===== config.mk =====
export PLATFORM = sky130hd
export DESIGN_NAME = mult_share_arb
export DESIGN_NICKNAME = d
export VERILOG_FILES = /design/src/rtl/mult_share_arb_pkg.sv /design/src/rtl/rr_arb.sv /design/src/rtl/mult_share_arb.sv
export SDC_FILE = /design/constraint.sdc
export NUM_CORES = 1
export LEC_CHECK = 0
export CAP_MARGIN = 20
export CORE_MARGIN = 5
export CORE_UTILIZATION = 26
export CTS_CLUSTER_DIAMETER = 30
export DETAILED_ROUTE_END_ITERATION = 16
export PLACE_DENSITY_LB_ADDON = 0.05
export SETUP_SLACK_MARGIN = 0.05
export SLEW_MARGIN = 20
export SYNTH_ARGS = -nofsm -noshare
export SYNTH_HDL_FRONTEND = slang
export SYNTH_HIERARCHICAL = 1
export SYNTH_SLANG_ARGS = --single-unit

===== constraint.sdc =====
create_clock -name clk -period 3.2 [get_ports clk]
set_clock_uncertainty 0.1 [all_clocks]
set_input_delay 0.48 -clock clk [delete_from_list [all_inputs] [get_ports clk]]
set_output_delay 0.48 -clock clk [all_outputs]
set_load 0.005 [all_outputs]

===== src/rtl/mult_share_arb_pkg.sv =====
// Shared defaults and id-width helper for the shared-multiplier arbiter slice.
package mult_share_arb_pkg;

  localparam int unsigned N_DEFAULT        = 16;
  localparam int unsigned NUM_REQ_DEFAULT  = 4;
  localparam int unsigned MULT_LAT_DEFAULT = 3;
  localparam int unsigned ID_W             = $clog2(NUM_REQ_DEFAULT);

  // Width of a requester id; never below one bit.
  function automatic int unsigned id_width(input int unsigned n);
    return (n > 1) ? $clog2(n) : 1;
  endfunction

endpackage


===== src/rtl/rr_arb.sv =====
// Rotating-priority arbiter: the search for a valid request starts at ptr.
module rr_arb
  import mult_share_arb_pkg::*;
#(
  parameter int unsigned NUM_REQ = NUM_REQ_DEFAULT,
  parameter int unsigned IW      = id_width(NUM_REQ_DEFAULT)
) (
  input  logic [NUM_REQ-1:0] req,
  input  logic [IW-1:0]      ptr,
  output logic [NUM_REQ-1:0] grant
);

  logic          found;
  logic [IW-1:0] idx;

  always_comb begin
    grant = '0;
    found = 1'b0;
    idx   = '0;
    for (int unsigned k = 0; k < NUM_REQ; k++) begin
      idx = IW'((32'(ptr) + k) % NUM_REQ);
      if (!found && req[idx]) begin
        grant[idx] = 1'b1;
        found      = 1'b1;
      end
    end
  end

endmodule


===== src/rtl/mult_share_arb.sv =====
// Shares one pipelined multiplier among NUM_REQ requesters and routes results back by id.
// Define MULT_SHARE_ARB_FIXED_PRIO_EN for fixed lowest-index priority instead of round-robin.
module mult_share_arb
  import mult_share_arb_pkg::*;
#(
  parameter int unsigned N        = N_DEFAULT,
  parameter int unsigned NUM_REQ  = NUM_REQ_DEFAULT,
  parameter int unsigned MULT_LAT = MULT_LAT_DEFAULT
) (
  input  logic                 clk,
  input  logic                 rst,
  input  logic [NUM_REQ-1:0]   req_valid,
  input  logic [NUM_REQ*N-1:0] req_a,
  input  logic [NUM_REQ*N-1:0] req_b,
  output logic [NUM_REQ-1:0]   req_ready,
  output logic [N-1:0]         mul_a,
  output logic [N-1:0]         mul_b,
  input  logic [N-1:0]         mul_y,
  output logic [NUM_REQ-1:0]   rsp_valid,
  output logic [N-1:0]         rsp_y,
  output logic                 busy
);

  localparam int unsigned IW = id_width(NUM_REQ);

  logic [NUM_REQ-1:0]  grant;
  logic [IW-1:0]       ptr;
  logic [IW-1:0]       gid;
  logic                issue;
  logic [MULT_LAT-1:0] tag_v;
  logic [IW-1:0]       tag_id [MULT_LAT];

  rr_arb #(
    .NUM_REQ (NUM_REQ),
    .IW      (IW)
  ) u_arb (
    .req   (req_valid),
    .ptr   (ptr),
    .grant (grant)
  );

  assign req_ready = rst ? '0 : grant;
  assign issue     = |req_ready;

  always_comb begin
    mul_a = '0;
    mul_b = '0;
    gid   = '0;
    for (int unsigned i = 0; i < NUM_REQ; i++) begin
      if (req_ready[i]) begin
        mul_a = req_a[i*N +: N];
        mul_b = req_b[i*N +: N];
        gid   = IW'(i);
      end
    end
  end

`ifdef MULT_SHARE_ARB_FIXED_PRIO_EN
  // A search that always starts at 0 is exactly lowest-index priority.
  assign ptr = '0;
`else
  always_ff @(posedge clk or posedge rst) begin
    if (rst) begin
      ptr <= '0;
    end else if (issue) begin
      ptr <= (gid == IW'(NUM_REQ - 1)) ? '0 : gid + IW'(1);
    end
  end
`endif

  // Tags mirror the multiplier pipeline so each result is steered to its issuer.
  always_ff @(posedge clk or posedge rst) begin
    if (rst) begin
      tag_v <= '0;
      for (int unsigned k = 0; k < MULT_LAT; k++) begin
        tag_id[k] <= '0;
      end
    end else begin
      tag_v[0]  <= issue;
      tag_id[0] <= gid;
      for (int unsigned k = 1; k < MULT_LAT; k++) begin
        tag_v[k]  <= tag_v[k-1];
        tag_id[k] <= tag_id[k-1];
      end
    end
  end

  always_comb begin
    rsp_valid = '0;
    rsp_y     = '0;
    if (tag_v[MULT_LAT-1]) begin
      rsp_valid[tag_id[MULT_LAT-1]] = 1'b1;
      rsp_y                         = mul_y;
    end
  end

  assign busy = |tag_v;

endmodule

---- Word-level counts from Yosys, hierarchy flattened ----
Cells that the tools add are included.
W data, S select, Z words.
word-level totals
  word-level logic and storage cells ...... 76
  register bits after elaboration ......... 11
  output and inout bits ................... 57
operators by class
  eq/ne operators ......................... 1
  multiplexer cells ....................... 40
  add/subtract/negate cells ............... 4
  magnitude comparators ................... 10
  reduce and logical (&&, ||, !) cells .... 13
  bitwise logic cells ..................... 3
operators by type and width
  kind                   number
  $mux W16               9
  $mux W4                6
  $lt A2 B3 Y1 const B   5
  $mux W1                13
  $or A4 B4 Y4           3
  $demux W1 S2           5
  $ge A2 B1 Y1 const B   5
  $bmux W1 S2            4
  $logic_and A1 B1 Y1    8
  $mux W2                3
  $add A2 B1 Y2 const B  2
  $add A2 B2 Y2 const B  2
  $reduce_or A4 Y1       1
  $logic_not A1 Y1       3
  $reduce_or A3 Y1       1
  $eq A2 B2 Y1 const B   1

---- Depth between registers and ports, before layout ----
Gate-level depths: netlist of the first run.
  word-level depth ........................ 18
  gate-level depth with buffers ........... 11
  depth with buffers taken out ............ 9

---- Hierarchy ----
Netlist of the first run, hierarchy kept.
modules (own cells, without submodules)
  module          area an instance (µm²)  times used  cells an instance
  mult_share_arb  1574.0                  1           238
  rr_arb          337.8                   1           36

---- Least setup slack after synthesis of the first run ----
OpenSTA, ideal clock, no wires.
  path type ............................... register to output
  from .................................... reg ptr[0]
  to ...................................... out mul_a[10]
  data required time ...................... 2.620 ns
  slack ................................... -0.050 ns
  data arrival time ....................... 2.670 ns
  stages on the path, launching flop included .. 11
  cells stage by stage .................... dfrtp_1 -> inv_1 -> ha_1 -> mux4_2 -> nor4b_4 -> nand2_1 -> o211ai_1 -> nor2b_1 -> clkbuf_1 -> clkbuf_1 -> a32o_1
RTL lines
  element                                                                RTL line              RTL
  start, declared                                                        mult_share_arb.sv:27  logic [IW-1:0] ptr;
  start signal, assigned                                                 mult_share_arb.sv:66  ptr <= (gid == IW'(NUM_REQ - 1)) ? '0 : gid + IW'(1);
  parallel branches: the longest is 11 deep, another holds $lt A2 B3 Y1  --
  $mux W4 *                                                              rr_arb.sv:22          if (!found && req[idx]) begin
  net grant[3]                                                           mult_share_arb.sv:26  logic [NUM_REQ-1:0] grant;
  $mux W4 *                                                              mult_share_arb.sv:42  assign req_ready = rst ? '0 : grant;
  net req_ready[3]                                                       mult_share_arb.sv:15  output logic [NUM_REQ-1:0] req_ready,
  $mux W16 *                                                             mult_share_arb.sv:50  if (req_ready[i]) begin
  end, declared                                                          mult_share_arb.sv:16  output logic [N-1:0] mul_a,
Mark *: on every way through the listed nets, which the timed path passes. The select of a mux whose other input is x is not followed.

---- Final worst setup path of the first run ----
  from .................................... reg ptr[0]
  to ...................................... out mul_a[10]
between the ends
  longest elaborated chain between the ends .. 17
ends and longest elaborated chain
  element                                                                RTL line
  parallel branches: the longest is 11 deep, another holds $lt A2 B3 Y1  --
  $mux W4 *                                                              rr_arb.sv:22
  net grant[0]                                                           mult_share_arb.sv:26
  $mux W4 *                                                              mult_share_arb.sv:42
  $mux W16 * (4 in a row)                                                mult_share_arb.sv:50
Marked as above.

==> metrics, run 1 <==
global route overflow=0; Remaining DRCs=0; count leader, synth=nand2_1; register bit count reported by yosys=11; ys async rst share=100%; P_sw=0.00293 W; Placement Rows=31; CTS tree=done; initial antenna violation count=0; CTS Buf Count=3; Synth Cell Area=between 1500 and 2000 um2; root buf cell=clkbuf_8; DR pass1 iterations=4; largest net degree at the start of global routing=23; number of synthesized flops with an enable pin=0; Max Freq=277 MHz; max_slew headroom=61.1%; Int Power=about 0.004 W; failing checks=setup timing; 1st-iter DRT viols=97; Worst Path Required=between 2000 and 3000 ps; worst min path class=reg2reg; max-cap check violation count=0; H-tree levels=1; Max Fanout on Critical Path=4; Vias=approximately 3300; share of layout cells above drive strength 1=a little under two fifths; power share of the sequential group=~3.8%; first-pass GRT wire length=17500 um; post-synthesis sequential area ratio=14.4%; full die area=about 9200 um2; GPL Wtd Cong=approximately 0.82; CP Capture Type=output port; CTS sink cnt=11; final WL=around 12000 um; largest area contributor in the netlist=a32o_1; status=finished with violations; Primary FF master, synth=dfrtp_1; mux contribution to synthesized area=5.10%; Worst-path clk slew=50 ps; latest clock arrival within the worst-skew pair=240 ps; vias in the first global route=3432; switching share of total power=42.4%; Final Hold Viols=0; Core Area=approximately 7200 um2; post-route cell area=between 5000 and 6000 um2; DR vias/cell=between 5 and 6; Ant. Diodes=0; Syn Nets=430; post-route setup TNS=-11050 ps; Max clock buf depth=2; Synth top area share=16.8%; Slew @ Worst Pin=around 580 ps; post-synth cell types=28; Initial Utilization=approximately a quarter; leak pwr=around 2.2 nW; Die Span X=between 90 and 100 um; power per cell area=1320 nW/um2; Ports=207; Yosys warnings=6; Cells after DPL=574; Post-Synth XOR/XNOR Area=0%; largest family of logic cells by synthesized area=compound AO/OA/AOI/OAI gates; cts hold-fix bufs=0; # setup viols final=35; part of the cycle the worst path needs=113%; clock share of power=under 10%; Hold WS=between 200 and 250 ps; cell count after synthesis=roughly 270; simple-gate share of the synthesized area=between 20 and 30%; remaining antenna violation count after routing=0; unrepaired setup endpoints after global routing=yes; compound-gate portion of the synthesized area=39.6%; Gate power share=around 94%; wire per inst=18.8 um; Post-synth top cells=nand2_1, a21oi_1, a32o_1, nand2b_1, clkbuf_1; layout net count=about 700; WS Path Type=reg2out; placement-stage worst setup slack=-780 ps; non-filler cells, final=approximately 640; Area Growth Syn to Fin=173%; Die Y=95.8 um; Critical Path AT=roughly 3000 ps; Overall Global Routing Usage=between 20% and 30%; Slew Viols, Final=0; PortBufs=roughly 210; final worst slack=-405 ps; Peak VDD IR=approximately 0.0006 V; HPWL Detailed=7800 um; Post-DP Area=between 4000 and 5000 um2; CP Launch Type=flop; Tmin final=between 3000 and 4000 ps; adder-cell share of the synthesized area=under 10%; Avg Cell Area, Syn=6.98 um2; most area-consuming cells after synthesis=a32o_1, dfrtp_1, nand2b_1
[power by group through the flow]
stage	combinational [W]	sequential [W]	clock, W
2_1_floorplan	0.00207	0.000256	0
3_3_place_gp	0.00386	0.000259	0
3_5_place_dp	0.00389	0.000263	0
4_1_cts	0.00602	0.000263	0.000140
5_1_grt	0.00695	0.000277	0.000148
6_report	0.00652	0.000262	0.000138
[logic make-up (layout without fill, tap and decap cells)]
| logic type | Yosys count | in the layout |
|---|---|---|
| DFF | 11 | 11 |
| buffers and inverters | 37 | 302 |
| and+or+nand+nor | 103 | 103 |
| muxes | 4 | 4 |
| adders and majority gates | 6 | 6 |
| AOI/OAI and AO/OA | 113 | 113 |
[critical path, stage by stage (launching register included)]
cell	delay (ps)
dfrtp_2	390
buf_6	120
mux4_2	550
nor4b_4	320
buf_4	170
buf_6	90
nand2_2	50
o211ai_1	110
buf_4	220
buf_6	140
buf_6	120
nand2_2	50
o21ai_1	160
a32o_1	180
buf_2	110
[cells in the final DEF, fill, tap and decap left out, types with 3 or more instances in the layout]
master / instances
nor2b_4: 3
mux4_2: 4
o21ai_2: 13
o211ai_1: 4
a32o_1: 30
buf_4: 25
nand2b_1: 30
clkbuf_8: 3
buf_2: 32
and2_1: 16
a21o_2: 4
nand2_4: 4
buf_12: 15
buf_8: 6
nor2_4: 3
ha_1: 5
nand2_2: 17
a21oi_1: 19
dfrtp_1: 10
buf_16: 4
o21ai_1: 21
a21oi_2: 18
buf_6: 35
nand2_1: 18
inv_1: 6
clkdlybuf4s50_1: 166
dlygate4sd2_1: 4
[routing by layer]
metal	global-route usage (%)	vias up	share of wire [%]
met1	26.4	1539	36
met2	45.9	183	53
li1	-	1526	-
met5	0	-	0
met4	6.52	0	1.9
met3	7.74	24	9.8
[path summary, 6_finish.rpt]
kind                                start         to  slack [ps]  cells past startpoint
min in group asynchronous             rst  tag_id[4]         920                      2
worst min-delay path            tag_id[4]  tag_id[2]         250                      0
worst min register to register  tag_id[4]  tag_id[2]         250                      0
max in group asynchronous             rst     ptr[0]        1740                      2
worst max register to register     ptr[0]   tag_v[0]         180                     14
worst max-delay path               ptr[0]  mul_a[10]        -410                     14
[cell type report]
type                       count  area [um2]
tap                           99         124
fill                         583        1990
multi-input combinational    226        1740
timing repair buffer         289        3000
clock inverter                 1        5.00
clock buffer                   3        41.3
inverter                       9        36.3
sequential                    11         277
[sequential cells by signal, summed over array words and instances (netlist names)]
signal and count:
tag_id 6, ptr 2, tag_v 3
[per-stage QoR]
step	power, W	utilization (%)
2_1_floorplan	0.00233	-
3_3_place_gp	0.00412	58.5
3_5_place_dp	0.00416	58.5
4_1_cts	0.00642	69.4
5_1_grt	0.00737	72.4
6_report	0.00692	72.4
[timing repair]
action                                  in CTS  in global routing
gates cloned                                12                  1
buffers inserted                            47                  7
endpoints found under the hold margin        0                  0
gates resized for setup                    251                 66
endpoints found under the setup margin      36                 37
pin swaps                                   42                 39
No activity file was read; power rests on OpenSTA's default activity.
==> run 2: changes to the inputs <==
SLEW_MARGIN = 15   (was 20)
==> results of run 2 <==
Same layout as run 1: the final DEF is identical, and so are final timing and power.
